--- config.mk ---
export PLATFORM = sky130hd
export DESIGN_NAME = spi_enc_dec_slave
export DESIGN_NICKNAME = d
export VERILOG_FILES = /design/src/rtl/spi_enc_dec_slave.sv
export SDC_FILE = /design/constraint.sdc
export NUM_CORES = 1
export LEC_CHECK = 0
export CAP_MARGIN = 20
export CORE_UTILIZATION = 40
export DETAILED_ROUTE_END_ITERATION = 10
export PLACE_DENSITY = 0.69
export SLEW_MARGIN = 25
export SYNTH_ARGS = -nofsm -noshare
export SYNTH_HDL_FRONTEND = slang
export SYNTH_SLANG_ARGS = --single-unit
--- constraint.sdc ---
create_clock -name in_clk -period 1.9 [get_ports in_clk]
set_input_delay 0.475 -clock in_clk [delete_from_list [all_inputs] [get_ports in_clk]]
set_output_delay 0.475 -clock in_clk [all_outputs]
set_load 0.02 [all_outputs]
--- src/rtl/spi_enc_dec_slave.sv ---
// spi_enc_dec_slave
//
// Slave end of the serial link to the enc/dec core. It shifts a
// {message, key} frame in from Mosi (MSB first) while cs is high, hands the
// frame to the core with a one-cycle start pulse, waits for the core result
// and then shifts the result out on Miso (MSB first), framed by data_done.
//
// Optional build macro: SLAVE_TIMEOUT_EN
//   When defined, a watchdog limits the time spent waiting for the core.
//   If TIMEOUT cycles pass without core_valid, timeout_err pulses for one
//   cycle and the slave returns to idle. The timeout_err port exists only in
//   that build.
//
// Ports
//   in_clk       clock, all logic on the rising edge
//   rst          asynchronous active-low reset
//   cs           frame select from the master, high while a frame is sent
//   Mosi         serial frame data from the master
//   Miso         serial result to the master, 0 whenever data_done is low
//   data_done    high exactly while Miso carries result bits
//   core_msg     message word handed to the core
//   core_key     key handed to the core
//   core_start   one-cycle start pulse to the core
//   core_result  result from the core
//   core_valid   core_result valid (pulse or level)
//   busy         high in every state except IDLE
//   timeout_err  watchdog abort pulse (SLAVE_TIMEOUT_EN only)
//
// state | meaning
// IDLE  | waiting for cs; first frame bit taken on the edge that leaves
// RECV  | shifting frame bits in
// START | core_start high for this one cycle
// WAIT  | waiting for core_valid (optionally bounded by the watchdog)
// SEND  | shifting the result out on Miso

module spi_enc_dec_slave #(
   parameter int nk      = 8,
   parameter int nb      = 4,
   parameter int nr      = 14,
   parameter int TIMEOUT = 4*nr+16
) (
   input  logic              in_clk,
   input  logic              rst,
   input  logic              cs,
   input  logic              Mosi,
   output logic              Miso,
   output logic              data_done,
   output logic [32*nb-1:0]  core_msg,
   output logic [32*nk-1:0]  core_key,
   output logic              core_start,
   input  logic [32*nb-1:0]  core_result,
   input  logic              core_valid,
   output logic              busy
`ifdef SLAVE_TIMEOUT_EN
   ,
   output logic              timeout_err
`endif
);

   localparam int MW = 32*nb;
   localparam int KW = 32*nk;
   localparam int L  = MW + KW;
   localparam int CW = $clog2(L+1);

   typedef enum logic [2:0] {IDLE, RECV, START, WAIT, SEND} state_t;

   state_t          state, state_d;
   logic [L-2:0]    rx_sr;
   logic [L-1:0]    rx_next;
   logic [MW-1:0]   tx_sr;
   logic [CW-1:0]   count;
   logic            rx_last;
   logic            tx_last;
   logic            expire;
   logic            unused_params;

   // The shift register keeps only L-1 bits; the newest full frame is the
   // register plus the bit arriving on this edge.
   assign rx_next = {rx_sr, Mosi};
   assign rx_last = (count == CW'(L-1));
   assign tx_last = (count == CW'(MW));
   assign Miso    = tx_sr[MW-1];
   assign unused_params = ^{nr, TIMEOUT};

   always_comb begin
      state_d    = state;
      core_start = 1'b0;
      busy       = (state != IDLE);
      case (state)
         IDLE:  if (cs) state_d = RECV;
         RECV:  begin
            if (!cs)          state_d = IDLE;
            else if (rx_last) state_d = START;
         end
         START: begin
            core_start = 1'b1;
            state_d    = WAIT;
         end
         // core_valid wins over a watchdog expiry on the same edge
         WAIT:  begin
            if (core_valid)  state_d = SEND;
            else if (expire) state_d = IDLE;
         end
         SEND:  if (tx_last) state_d = IDLE;
         default: state_d = IDLE;
      endcase
   end

   always_ff @(posedge in_clk or negedge rst) begin
      if (!rst) begin
         state     <= IDLE;
         rx_sr     <= '0;
         tx_sr     <= '0;
         count     <= '0;
         core_msg  <= '0;
         core_key  <= '0;
         data_done <= 1'b0;
      end else begin
         state <= state_d;
         case (state)
            IDLE: begin
               if (cs) begin
                  rx_sr <= rx_next[L-2:0];
                  count <= CW'(1);
               end
            end
            RECV: begin
               if (!cs) begin
                  count <= '0;
               end else begin
                  rx_sr <= rx_next[L-2:0];
                  count <= count + CW'(1);
                  if (rx_last) begin
                     core_msg <= rx_next[L-1 -: MW];
                     core_key <= rx_next[KW-1:0];
                     count    <= '0;
                  end
               end
            end
            WAIT: begin
               if (core_valid) begin
                  tx_sr     <= core_result;
                  data_done <= 1'b1;
                  count     <= CW'(1);
               end
            end
            SEND: begin
               if (tx_last) begin
                  tx_sr     <= '0;
                  data_done <= 1'b0;
                  count     <= '0;
               end else begin
                  tx_sr <= tx_sr << 1;
                  count <= count + CW'(1);
               end
            end
            default: ;
         endcase
      end
   end

`ifdef SLAVE_TIMEOUT_EN
   localparam int TW = $clog2(TIMEOUT+1);
   logic [TW-1:0] wd;

   assign expire = (wd == '0);

   // Down-counter loaded while in START so it holds TIMEOUT-1 on the first
   // WAIT edge; the edge that sees zero is WAIT edge number TIMEOUT.
   always_ff @(posedge in_clk or negedge rst) begin
      if (!rst) begin
         wd          <= '0;
         timeout_err <= 1'b0;
      end else begin
         timeout_err <= 1'b0;
         if (state == START) begin
            wd <= TW'(TIMEOUT-1);
         end else if (state == WAIT && !core_valid) begin
            if (expire) timeout_err <= 1'b1;
            else        wd <= wd - TW'(1);
         end
      end
   end
`else
   assign expire = 1'b0;
`endif

endmodule

# Yosys cells after proc, flatten, opt, wreduce, memory -nomap -nowiden
# Index checks and enable logic that the tools add are counted.
[classes] n_reduce_logical=11 add_sub_neg=1 n_eq_ne=10 mux=19
[op_table] op="$mux W128" n=2
[op_table] op="$pmux W128 S2" n=1
[op_table] op="$mux W9" n=5
[op_table] op="$pmux W9 S4" n=1
[op_table] op="$mux W3" n=5
[op_table] op="$pmux W3 S5" n=1
[op_table] op="$add A9 B1 Y9 const B" n=1
[op_table] op="$eq A9 B8 Y1 const B" n=1
[op_table] op="$eq A9 B9 Y1 const B" n=1
[op_table] op="$reduce_and A3 Y1" n=3
[op_table] op="$eq A3 B2 Y1 const B" n=2
[op_table] op="$ne A2 B2 Y1 const B" n=3
[op_table] op="$reduce_and A2 Y1" n=2
[op_table] op="$reduce_and A4 Y1" n=1
[op_table] op="$reduce_bool A4 Y1" n=1
[op_table] op="$eq A3 B1 Y1 const B" n=1
[op_table] op="$eq A3 B3 Y1 const B" n=1
[op_table] op="$logic_not A3 Y1" n=1
[op_table] op="$mux W1" n=3
[op_table] op="$ne A3 B3 Y1 const B" n=1
[op_table] op="$reduce_bool A3 Y1" n=1
[op_table] op="$pmux W1 S2" n=1
[op_table] op="$reduce_bool A2 Y1" n=1
[op_table] op="$reduce_or A2 Y1" n=1
[word_totals] in_bits=133 out_inout_bits=388 word_cells=48 reg_bits=908

# Longest topological paths before layout
# Gate-level depths: netlist of the first run.
[depth] ltp_word=4 mapped_depth=7 mapped_depth_nobuf=5

# Worst setup path before layout of the first run
# OpenSTA, ideal clock, no wires.
[synth_timing] path_kind="register -> register" start="reg count[1]" end="reg core_key[0]" arrival_time_ns=1.723 setup_time_ns=0.127 synth_period_minus_slack_ns=1.851 t_required_ns=1.773 stages_incl_launch_ff=8 path_slack_ns=0.049 path_buffers=2 cell_sequence="dfrtp_1 -> ha_1 -> and3_1 -> nand3_1 -> nor2_2 -> buf_4 -> buf_6 -> mux2_1"
[synth_via] elab_chain_cells=2
[synth_lines] element="start, declared" line="71" text="logic [CW-1:0] count;"
[synth_lines] element="start signal, assigned" line="132" text="count <= count + CW'(1);"
[synth_lines] element="start signal, assigned" line="154" text="count <= count + CW'(1);"
[synth_lines] element="$eq A9 B9 Y1" line="80" text="assign rx_last = (count == CW'(L-1));"
[synth_lines] element="$reduce_and A3 Y1 (no source line)"
[synth_lines] element="end signal, assigned" line="135" text="core_key <= rx_next[KW-1:0];"
[synth_lines] element="end, declared" line="49" text="output logic [32*nk-1:0] core_key,"
# Every way passes these cells.
# A chain may end at the register's enable or synchronous reset.

# Final worst setup path of the first run
[layout_timing] start="reg state[0]" end="out busy"
[layout_via] elab_chain_cells=1
[layout_lines] element="start, declared" line="67" text="state_t state, state_d;"
[layout_lines] element="start signal, assigned" line="119" text="state <= state_d;"
[layout_lines] element="$reduce_bool A3 Y1" line="88" text="busy = (state != IDLE);"
[layout_lines] element="end, declared" line="53" text="output logic busy"
# Every way passes these cells.

==> results of run 1 <==
==> sequential cells by signal (all words and copies together), names as in the netlist <==
register and count:
data_done 1, tx_sr 128, state 3, count 9, core_msg 128, core_key 256
rx_sr 383
==> routing by layer <==
layer	share of wire (%)	wire, um	track usage [%]	vias up
met5	0.013	13	0	-
met4	2.9	2890	6.92	2
met3	5.5	5540	4.07	185
met2	49	49200	33.6	720
met1	43	43000	28.3	12900
li1	-	-	-	11700
==> Yosys cell counts, types with 3 or more instances <==
| cell | instances | area share (%) |
|---|---|---|
| or3_1 | 3 | 0.054 |
| buf_4 | 36 | 0.77 |
| nand2_1 | 1159 | 12 |
| a21oi_1 | 129 | 1.8 |
| and3_1 | 3 | 0.054 |
| clkbuf_1 | 60 | 0.64 |
| o221ai_1 | 3 | 0.075 |
| nor2_1 | 134 | 1.4 |
| mux2_1 | 307 | 9.9 |
| inv_1 | 4 | 0.043 |
| dfrtp_1 | 908 | 65 |
| o21ai_0 | 5 | 0.071 |
| buf_2 | 64 | 0.91 |
| mux2_2 | 77 | 2.5 |
| buf_6 | 21 | 0.67 |
| a22oi_1 | 128 | 2.7 |
| o211ai_1 | 4 | 0.086 |
| buf_1 | 6 | 0.064 |
| nand3_1 | 6 | 0.086 |
==> stage by stage <==
stage	hold slack, ns	power (mW)	cells
after floorplan	0.179	26.7	3094
after global placement	0.373	29.9	4738
after CTS	0.245	50.1	4995
after detailed placement	0.374	30.1	4738
after global routing	0.285	53.6	5057
final	0.308	51.4	5057
==> worst max-delay path by stage <==
stage              from       endpoint  slack [ns]  depth (start not counted)
2_1_floorplan  count[1]    core_key[0]        0.05                          7
3_3_place_gp         cs  core_key[134]       -0.53                          6
3_5_place_dp         cs  core_key[143]       -0.57                          6
4_1_cts        state[0]           busy       -0.37                          3
5_1_grt        state[1]  core_key[235]       -0.38                         10
6_report       state[0]           busy       -0.33                          3
==> what timing repair did <==
item,CTS,global route
resized for setup,939,316
setup buffers,43,39
endpoints found under the hold margin,67,0
pin swaps,2,126
hold buffers,1,0
cloned,34,45
endpoints found under the setup margin,771,867
==> cells by family after synthesis <==
group	synth area share, %
adder cells (fa/ha/maj)	0.0714
XOR/XNOR	0.0250
AND/OR/NAND/NOR	14.4
multiplexers	12.3
buffers and inverters	3.11
AO/OA/AOI/OAI	5.20
flip-flops	64.8
==> final cells by class <==
type / count / area (um^2) / share of cell area (%)
Antenna cell: 5 / 12.5 / 0.0249
Clock buffer: 136 / 2780 / 5.54
Clock inverter: 43 / 613 / 1.22
Inverter: 4 / 20.0 / 0.0398
Multi-Input combinational cell: 1996 / 12800 / 25.4
Sequential cell: 908 / 22700 / 45.2
Tap cell: 1155 / 1450 / 2.88
Timing Repair Buffer: 810 / 9890 / 19.7
==> report_power, final <==
group | switching [mW] | internal, mW
combinational | 5.61 | 4.04
clock | 8.17 | 11.6
sequential | 1.05 | 20.9
==> critical path: stages, from the launching register on <==
cell and delay (ns):
dfrtp_1 0.42, buf_6 0.14, or3_4 0.36, buf_6 0.15
==> run summary, run 1 <==
Area Growth Syn to Fin -> 43.4%
Power Dens Cells -> 1020 nW/um^2
Worst hold path type -> in2async
Mapped Area -> 35000 um^2
Slew Limit Fails -> 0
Final min period -> 2.23 ns
Failing checks -> setup timing
Peak VDD IR -> 0.000886 V
Commonest non-fill, non-tap cell in the layout -> nand2_1
Post-synthesis sequential area ratio -> 64.8%
Post-synthesis average cell area -> 11.3 um^2
Status -> finished, violations left
Synth cell types -> 48
Final period utilization -> 117%
Later-pin clock latency in the skew report -> 0.68 ns
Final Wtd Congestion -> 0.843
CTS H-tree lvls -> 3
RSZ-0062 raised after global routing -> yes
Antenna viol nets, final -> 0
Detailed placer's ending HPWL -> 59.5 mm
Ratio of cells with drive above 1 in the final layout -> 24.2%
Largest net degree at the start of global routing -> 95
Clock Skews -> 0.0698 ns
Post-synth ARST share -> 100%
Initial antenna violation count -> 6
Drt pass-1 iters -> 5
CTS tree -> yes
Starting Density -> 40.4%
Clock Pin Slew Worst Setup and Hold Paths -> 0.06 ns
Clk buf depth -> 3
Vias in the first global route -> 25100
DIE WIDTH -> 298 um
Worst rel slew slack -> 59.4%
R2r worst-path depth -> 10
Rows -> 108
Port bufs -> 520
WS Path Type -> reg2out
Yosys reg bits -> 908
Grt ovf -> 0
Most frequent cells in the layout -> nand2_1, dfrtp_1, mux2_4
DRC violations left -> 0
Vias per cell -> 5.03
Startpoint Class -> register
Worst r2r dst -> core_key[235]
Total CTS buffers -> 95
Hold Vio Cnt, Final -> 0
Cell area after layout -> 50200 um^2
Worst slew pin tran -> 0.610 ns
Post-synth net total -> 3229
Placed Area -> 42500 um^2
Ports -> 521
Setup TNS -> -99.91 ns
Dominant synthesized flop cell -> dfrtp_1
First-pass GRT wire length -> 147 mm
Achievable Freq -> 449 MHz
Fillers -> 6888
Initial drt markers -> 1720
Setup ws final -> -0.329 ns
Vias -> 25400
Die height -> 298 um
CP arrival -> 1.75 ns
Lkg Pwr -> 25.6 nW
CORE AREA -> 86800 um^2
Largest fanout on the critical path -> 3
Reg-to-Reg Start -> state[1]
Die Area -> 88800 um^2
Post-synth EDFFs -> 0
Final setup viols -> 522
Syn Inst Count -> 3094
WL/cell -> 19.9 um
Max-Cap Viols -> 0
Root buffer cell -> clkbuf_16
Worst endpoint required time -> 1.42 ns
Post-layout util -> 57.9%
Synth warnings -> 0
Sink Count -> 908
GRT Util Overall -> 20.9%
Flop-to-flop setup slack -> -0.31 ns
Crit path capture type -> output pin
Total wire length -> 101 mm
Dpl ws -> -0.566 ns
Net count reported at finish -> 3950
Power figures use the tool's default switching activity.
==> inputs of run 2 (changes only) <==
- REMOVE_ABC_BUFFERS: default -> 1
- SKIP_CTS_REPAIR_TIMING: default -> 1
==> run summary, run 2 (synthesis results as in run 1) <==
R2r worst-path depth -> 7 (-3)
Lkg Pwr -> 31.3 nW (+22%)
CTS tree -> yes
CP Cell Sequence -> buf_6 > or3b_4 > a41oi_4 > buf_12 > buf_16 > a22oi_1 > a21oi_1
Initial drt markers -> 1802 (+4.8%)
DRC violations left -> 0 (unchanged)
Clock Skews -> 0.0318 ns (-0.0380 ns)
Status -> finished, violations left
Cell area after layout -> 49500 um^2 (-1.5%)
Hold Vio Cnt, Final -> 0 (unchanged)
Die height -> 298 um (unchanged)
Regs by FF count -> rx_sr x383, core_key x256
Total CTS buffers -> 95 (unchanged)
Ant diodes -> 0 (-5)
Flop-to-flop setup slack -> -0.25 ns (+0.06 ns)
Crit path capture type -> register
Setup ws final -> -0.255 ns (+0.0741 ns)
Achievable Freq -> 464 MHz (+3.4%)
Drt pass-1 iters -> 6 (+1)
Total wire length -> 97.8 mm (-2.8%)
Fillers -> 6892 (+0.058%)
RSZ-0062 raised after global routing -> yes
Slowest CP cell -> dfrtp_2
Reg-to-Reg Start -> state[0]
Net count reported at finish -> 3920 (-0.76%)
Failing checks -> setup timing
Startpoint Class -> register
Power Dens Cells -> 1020 nW/um^2 (-0.71%)
Antenna viol nets, final -> 0 (unchanged)
Worst r2r dst -> tx_sr[56]
CP arrival -> 2.70 ns (+0.95 ns)
Slowest stage delay, CP -> 0.43 ns (about the same)
FF/Latch Area -> 22700 um^2 (about the same)
DIE WIDTH -> 298 um (unchanged)
Max-Cap Viols -> 0 (unchanged)
Worst slew pin tran -> 0.574 ns (-0.0358 ns)
First-pass GRT wire length -> 140 mm (-5.1%)
Area Growth Syn to Fin -> 41.2%
Final period utilization -> 113% (-3.9 points)
Clk buf depth -> 3 (unchanged)
Critical Path End -> tx_sr[56]
Largest Register -> rx_sr
Largest register FFs -> 383 (unchanged)
Area of the multi-input gates -> 12000 um^2 (-5.6%)
CORE AREA -> 86800 um^2 (unchanged)
WS Path Type -> reg2reg
Sink Count -> 908 (unchanged)
Hold_ws -> 0.300 ns (-0.00803 ns)
Starting Density -> 40.4% (unchanged)
Initial antenna violation count -> 0 (-6)
Final Wtd Congestion -> 0.815 (-3.4%)
Ratio of cells with drive above 1 in the final layout -> 17.6% (-6.6 points)
Vias per cell -> 4.98 (-1.0%)
Peak VDD IR -> 0.000759 V (-14%)
Die Area -> 88800 um^2 (unchanged)
Commonest non-fill, non-tap cell in the layout -> nand2_1
Final setup viols -> 458 (-12%)
Port bufs -> 520 (unchanged)
Most frequent cells in the layout -> nand2_1, dfrtp_1, dlymetal6s2s_1
Worst hold path type -> in2async
Rows -> 108 (unchanged)
WL/cell -> 19.5 um (-2.1%)
Placed Area -> 42900 um^2 (+1.0%)
Later-pin clock latency in the skew report -> 0.65 ns (-0.03 ns)
Vias in the first global route -> 24500 (-2.7%)
Slew Limit Fails -> 0 (unchanged)
Ports -> 521 (unchanged)
Detailed placer's ending HPWL -> 61.9 mm (+4.1%)
Grt ovf -> 0 (unchanged)
Clock Pin Slew Worst Setup and Hold Paths -> 0.06 ns (about the same)
CTS H-tree lvls -> 3 (unchanged)
Root buffer cell -> clkbuf_16
Crit path from -> state[0]
Largest net degree at the start of global routing -> 82 (-14%)
Worst rel slew slack -> 61.7% (+2.4 points)
Vias -> 25000 (-1.7%)
Worst endpoint required time -> 2.45 ns (+1.03 ns)
GRT Util Overall -> 19.7% (-1.2 points)
Post-layout util -> 57.0% (-0.88 points)
Largest fanout on the critical path -> 34 (+31)
Final min period -> 2.15 ns (-0.0741 ns)
==> run 2: cell count changes in the layout (fill, tap and decap cells not counted), moves of 23 or more <==
cell / before / now
mux2_2: 14 / 57
buf_8: 29 / 6
dlymetal6s2s_1: 1 / 386
mux2_4: 349 / 184
clkdlybuf4s15_2: 82 / 0
dlygate4sd2_1: 179 / 0
buf_4: 95 / 125
buf_16: 39 / 14
mux2_1: 21 / 143
clkdlybuf4s15_1: 122 / 0
==> run 2: routing by layer <==
layer	global-route usage (%)	wire, um	vias to the layer above
li1	-	-	11600
met1	26.1	41700	12600
met2	32.6	49100	637
met3	3.46	4450	139
met4	6.76	2550	0
met5	0	0	-
==> run 2: final cells by class <==
class | count | share of cell area, %
sequential | 908 | 45.9
multi-input combinational | 1995 | 24.3
timing repair buffer | 781 | 20.2
clock buffer | 143 | 5.72
tap | 1155 | 2.92
clock inverter | 35 | 0.893
inverter | 4 | 0.0303
==> run 2: worst max-delay path, delay by kind of cell (launching register included) <==
kind,cells,cell delay (ns)
AO/OA/AOI/OAI,3,0.62
buffers and inverters,3,0.56
flip-flops,1,0.43
AND/OR/NAND/NOR,1,0.41
==> run 2: worst min-delay path by stage <==
stage	slack (ns)	start	to	depth (start not counted)
2_1_floorplan	0.18	rst	core_key[0]	0
3_3_place_gp	0.37	rst	rx_sr[89]	1
3_5_place_dp	0.37	rst	rx_sr[89]	1
4_1_cts	-0.34	rst	rx_sr[90]	1
5_1_grt	0.28	rst	rx_sr[89]	2
6_report	0.30	rst	rx_sr[90]	2
==> run 2: per-stage QoR <==
step / std cells / power [mW] / setup slack, ns / setup TNS [ns]
after floorplan: 2907 / 25.0 / -20.09 / -
after global placement: 4775 / 30.6 / -0.511 / -241.00
after detailed placement: 4775 / 30.8 / -0.529 / -246.94
after CTS: 4953 / 50.0 / -0.721 / -144.90
after global routing: 5021 / 52.6 / -0.366 / -99.47
final: 5021 / 50.2 / -0.255 / -64.62
==> run 2: report_power, final <==
group	switching, mW	internal [mW]
clock network	7.87	11.2
logic	5.34	3.90
registers	0.969	21.0
total	14.2	36.1
==> inputs of run 3 (changes only) <==
- PLACE_DENSITY: 0.69 -> default
- PLACE_DENSITY_LB_ADDON: default -> 0.1
==> run summary, run 3 (synthesis results as in run 1) <==
Sink Count -> 908 (unchanged)
Max-Cap Viols -> 0 (unchanged)
Clk buf depth -> 3 (unchanged)
Cell area after layout -> 46800 um^2 (-5.4%)
Combinational fraction of design power -> 16.7% (-1.7 points)
Reg-to-Reg Start -> state[1]
CP arrival -> 1.68 ns (-1.02 ns)
DRC violations left -> 0 (unchanged)
Antenna viol nets, final -> 0 (unchanged)
Most frequent cells in the layout -> nand2_1, dfrtp_1, mux2_1
Port bufs -> 520 (unchanged)
Power Dens Cells -> 1050 nW/um^2 (+3.8%)
Drt pass-1 iters -> 5 (-1)
Final min period -> 2.15 ns (+0.000137 ns)
Regs by FF count -> rx_sr x383, core_key x256
Status -> finished, violations left
Setup TNS -> -71.67 ns (-7.05 ns)
GRT Util Overall -> 20.1% (+0.39 points)
First-pass GRT wire length -> 143 mm (+2.1%)
Slowest CP cell -> dfrtp_2
Failing checks -> setup timing
Grt ovf -> 0 (unchanged)
Largest fanout on the critical path -> 10 (-71%)
Final setup viols -> 548 (+20%)
WL/cell -> 18.3 um (-6.1%)
Root buffer cell -> clkbuf_16
Startpoint Class -> register
Area Growth Syn to Fin -> 33.5%
Worst r2r dst -> core_key[171]
Internal power -> 35.7 mW (-1.1%)
Initial drt markers -> 1544 (-14%)
Crit path capture type -> output pin
Vias in the first global route -> 24800 (+1.6%)
Sw Share -> 27.7% (-0.55 points)
CTS tree -> yes
Clock share of power -> 38.8% (+0.8 points)
Worst hold path type -> in2async
Lkg Pwr -> 28.6 nW (-8.6%)
Total wire length -> 90.1 mm (-7.8%)
Largest register FFs -> 383 (unchanged)
Placed Area -> 42500 um^2 (-0.89%)
Reg power frac -> 44.4% (+0.8 points)
R2r worst-path depth -> 7 (unchanged)
Commonest non-fill, non-tap cell in the layout -> nand2_1
Critical path buffers and inverters -> 1 (-2)
Dpl ws -> -0.676 ns (-0.147 ns)
CP Cell Sequence -> or3_1 > buf_2
Clock Pin Slew Worst Setup and Hold Paths -> 0.06 ns (about the same)
Switching power total -> 13.6 mW (-3.8%)
Ports -> 521 (unchanged)
Starting Density -> 40.4% (unchanged)
RSZ-0062 raised after global routing -> yes
Die height -> 298 um (unchanged)
Cell family with the largest share of critical-path delay -> flip-flops
Largest net degree at the start of global routing -> 102 (+24%)
Flop-to-flop setup slack -> -0.22 ns (+0.03 ns)
Largest Register -> rx_sr
Worst endpoint required time -> 1.42 ns (-1.03 ns)
Net count reported at finish -> 3830 (-2.3%)
Slew Limit Fails -> 0 (unchanged)
CTS H-tree lvls -> 3 (unchanged)
Fin cells -> 4928 (-1.9%)
WS Path Type -> reg2out
Hold Vio Cnt, Final -> 0 (unchanged)
Stages on the worst setup path -> 2 (-5)
Achievable Freq -> 464 MHz (about the same)
Vias per cell -> 4.92 (-1.2%)
DIE WIDTH -> 298 um (unchanged)
Placed cell count -> 4736 (-0.82%)
Total CTS buffers -> 97 (+2.1%)
Worst rel slew slack -> 64.0% (+2.2 points)
Vias -> 24200 (-3.1%)
Final Wtd Congestion -> 0.784 (-3.8%)
Rows -> 108 (unchanged)
Final period utilization -> 113% (about the same)
Initial antenna violation count -> 5 (+5)
Worst slew pin tran -> 0.540 ns (-0.0336 ns)
CORE AREA -> 86800 um^2 (unchanged)
Post-layout util -> 53.9% (-3.1 points)
Fillers -> 7495 (+8.7%)
Slowest stage delay, CP -> 0.47 ns (+0.04 ns)
Clock Skews -> 0.0291 ns (-0.00273 ns)
Ratio of cells with drive above 1 in the final layout -> 10.9% (-6.7 points)
Die Area -> 88800 um^2 (unchanged)
Detailed placer's ending HPWL -> 61.7 mm (-0.40%)
Setup ws final -> -0.255 ns (-0.000137 ns)
Peak VDD IR -> 0.000843 V (+11%)
Later-pin clock latency in the skew report -> 0.64 ns (about the same)
run 3: cell count changes in the layout (fill, tap and decap cells not counted), sizes merged, moves of 4 or more:
| cell | previous run | this run |
|---|---|---|
| diode | 0 | 4 |
| clkbuf | 181 | 149 |
| dlymetal6s2s | 386 | 281 |
| buf | 225 | 166 |
| clkdlybuf4s50 | 131 | 236 |
| clkinv | 23 | 19 |
run 3: power by group through the flow:
stage / combinational (mW) / sequential, mW / clock [mW]
final: 8.24 / 21.9 / 19.1
after global routing: 9.18 / 22.1 / 20.5
after CTS: 8.31 / 21.9 / 19.7
after detailed placement: 8.27 / 22.2 / 0
after global placement: 8.03 / 22.2 / 0
after floorplan: 3.08 / 21.9 / 0
run 3: per-stage QoR:
stage          hold WS [ns]  total power [mW]
6_report             0.0222              49.3
5_1_grt              0.0154              51.7
4_1_cts            0.000323              49.9
3_5_place_dp          0.463              30.5
3_3_place_gp          0.468              30.2
2_1_floorplan         0.179              25.0
run 3: worst max path at each step:
stage / startpoint / end
5_1_grt: state[0] / busy
2_1_floorplan: state[2] / count[6]
6_report: state[0] / busy
4_1_cts: state[0] / busy
3_5_place_dp: cs / core_key[0]
3_3_place_gp: cs / core_msg[96]
run 3: layer usage:
metal / vias to the layer above / global-route usage (%) / part of all wire (%)
met5: - / 0 / 0
met4: 0 / 7.18 / 3.1
met3: 139 / 3.32 / 4.0
met2: 499 / 32.4 / 48
met1: 12200 / 27.5 / 45
li1: 11400 / - / -
run 3: layout make-up:
| class | instances | area, um^2 | share of cell area (%) |
|---|---|---|---|
| flip-flops and latches | 908 | 22700 | 48.6 |
| multi-input cells | 1995 | 11300 | 24.1 |
| repair buffers | 689 | 8050 | 17.2 |
| clock buffers | 143 | 2820 | 6.03 |
| well taps | 1155 | 1450 | 3.09 |
| clock inverters | 30 | 444 | 0.949 |
| inverters | 4 | 18.8 | 0.0401 |
| diodes | 4 | 10.0 | 0.0214 |
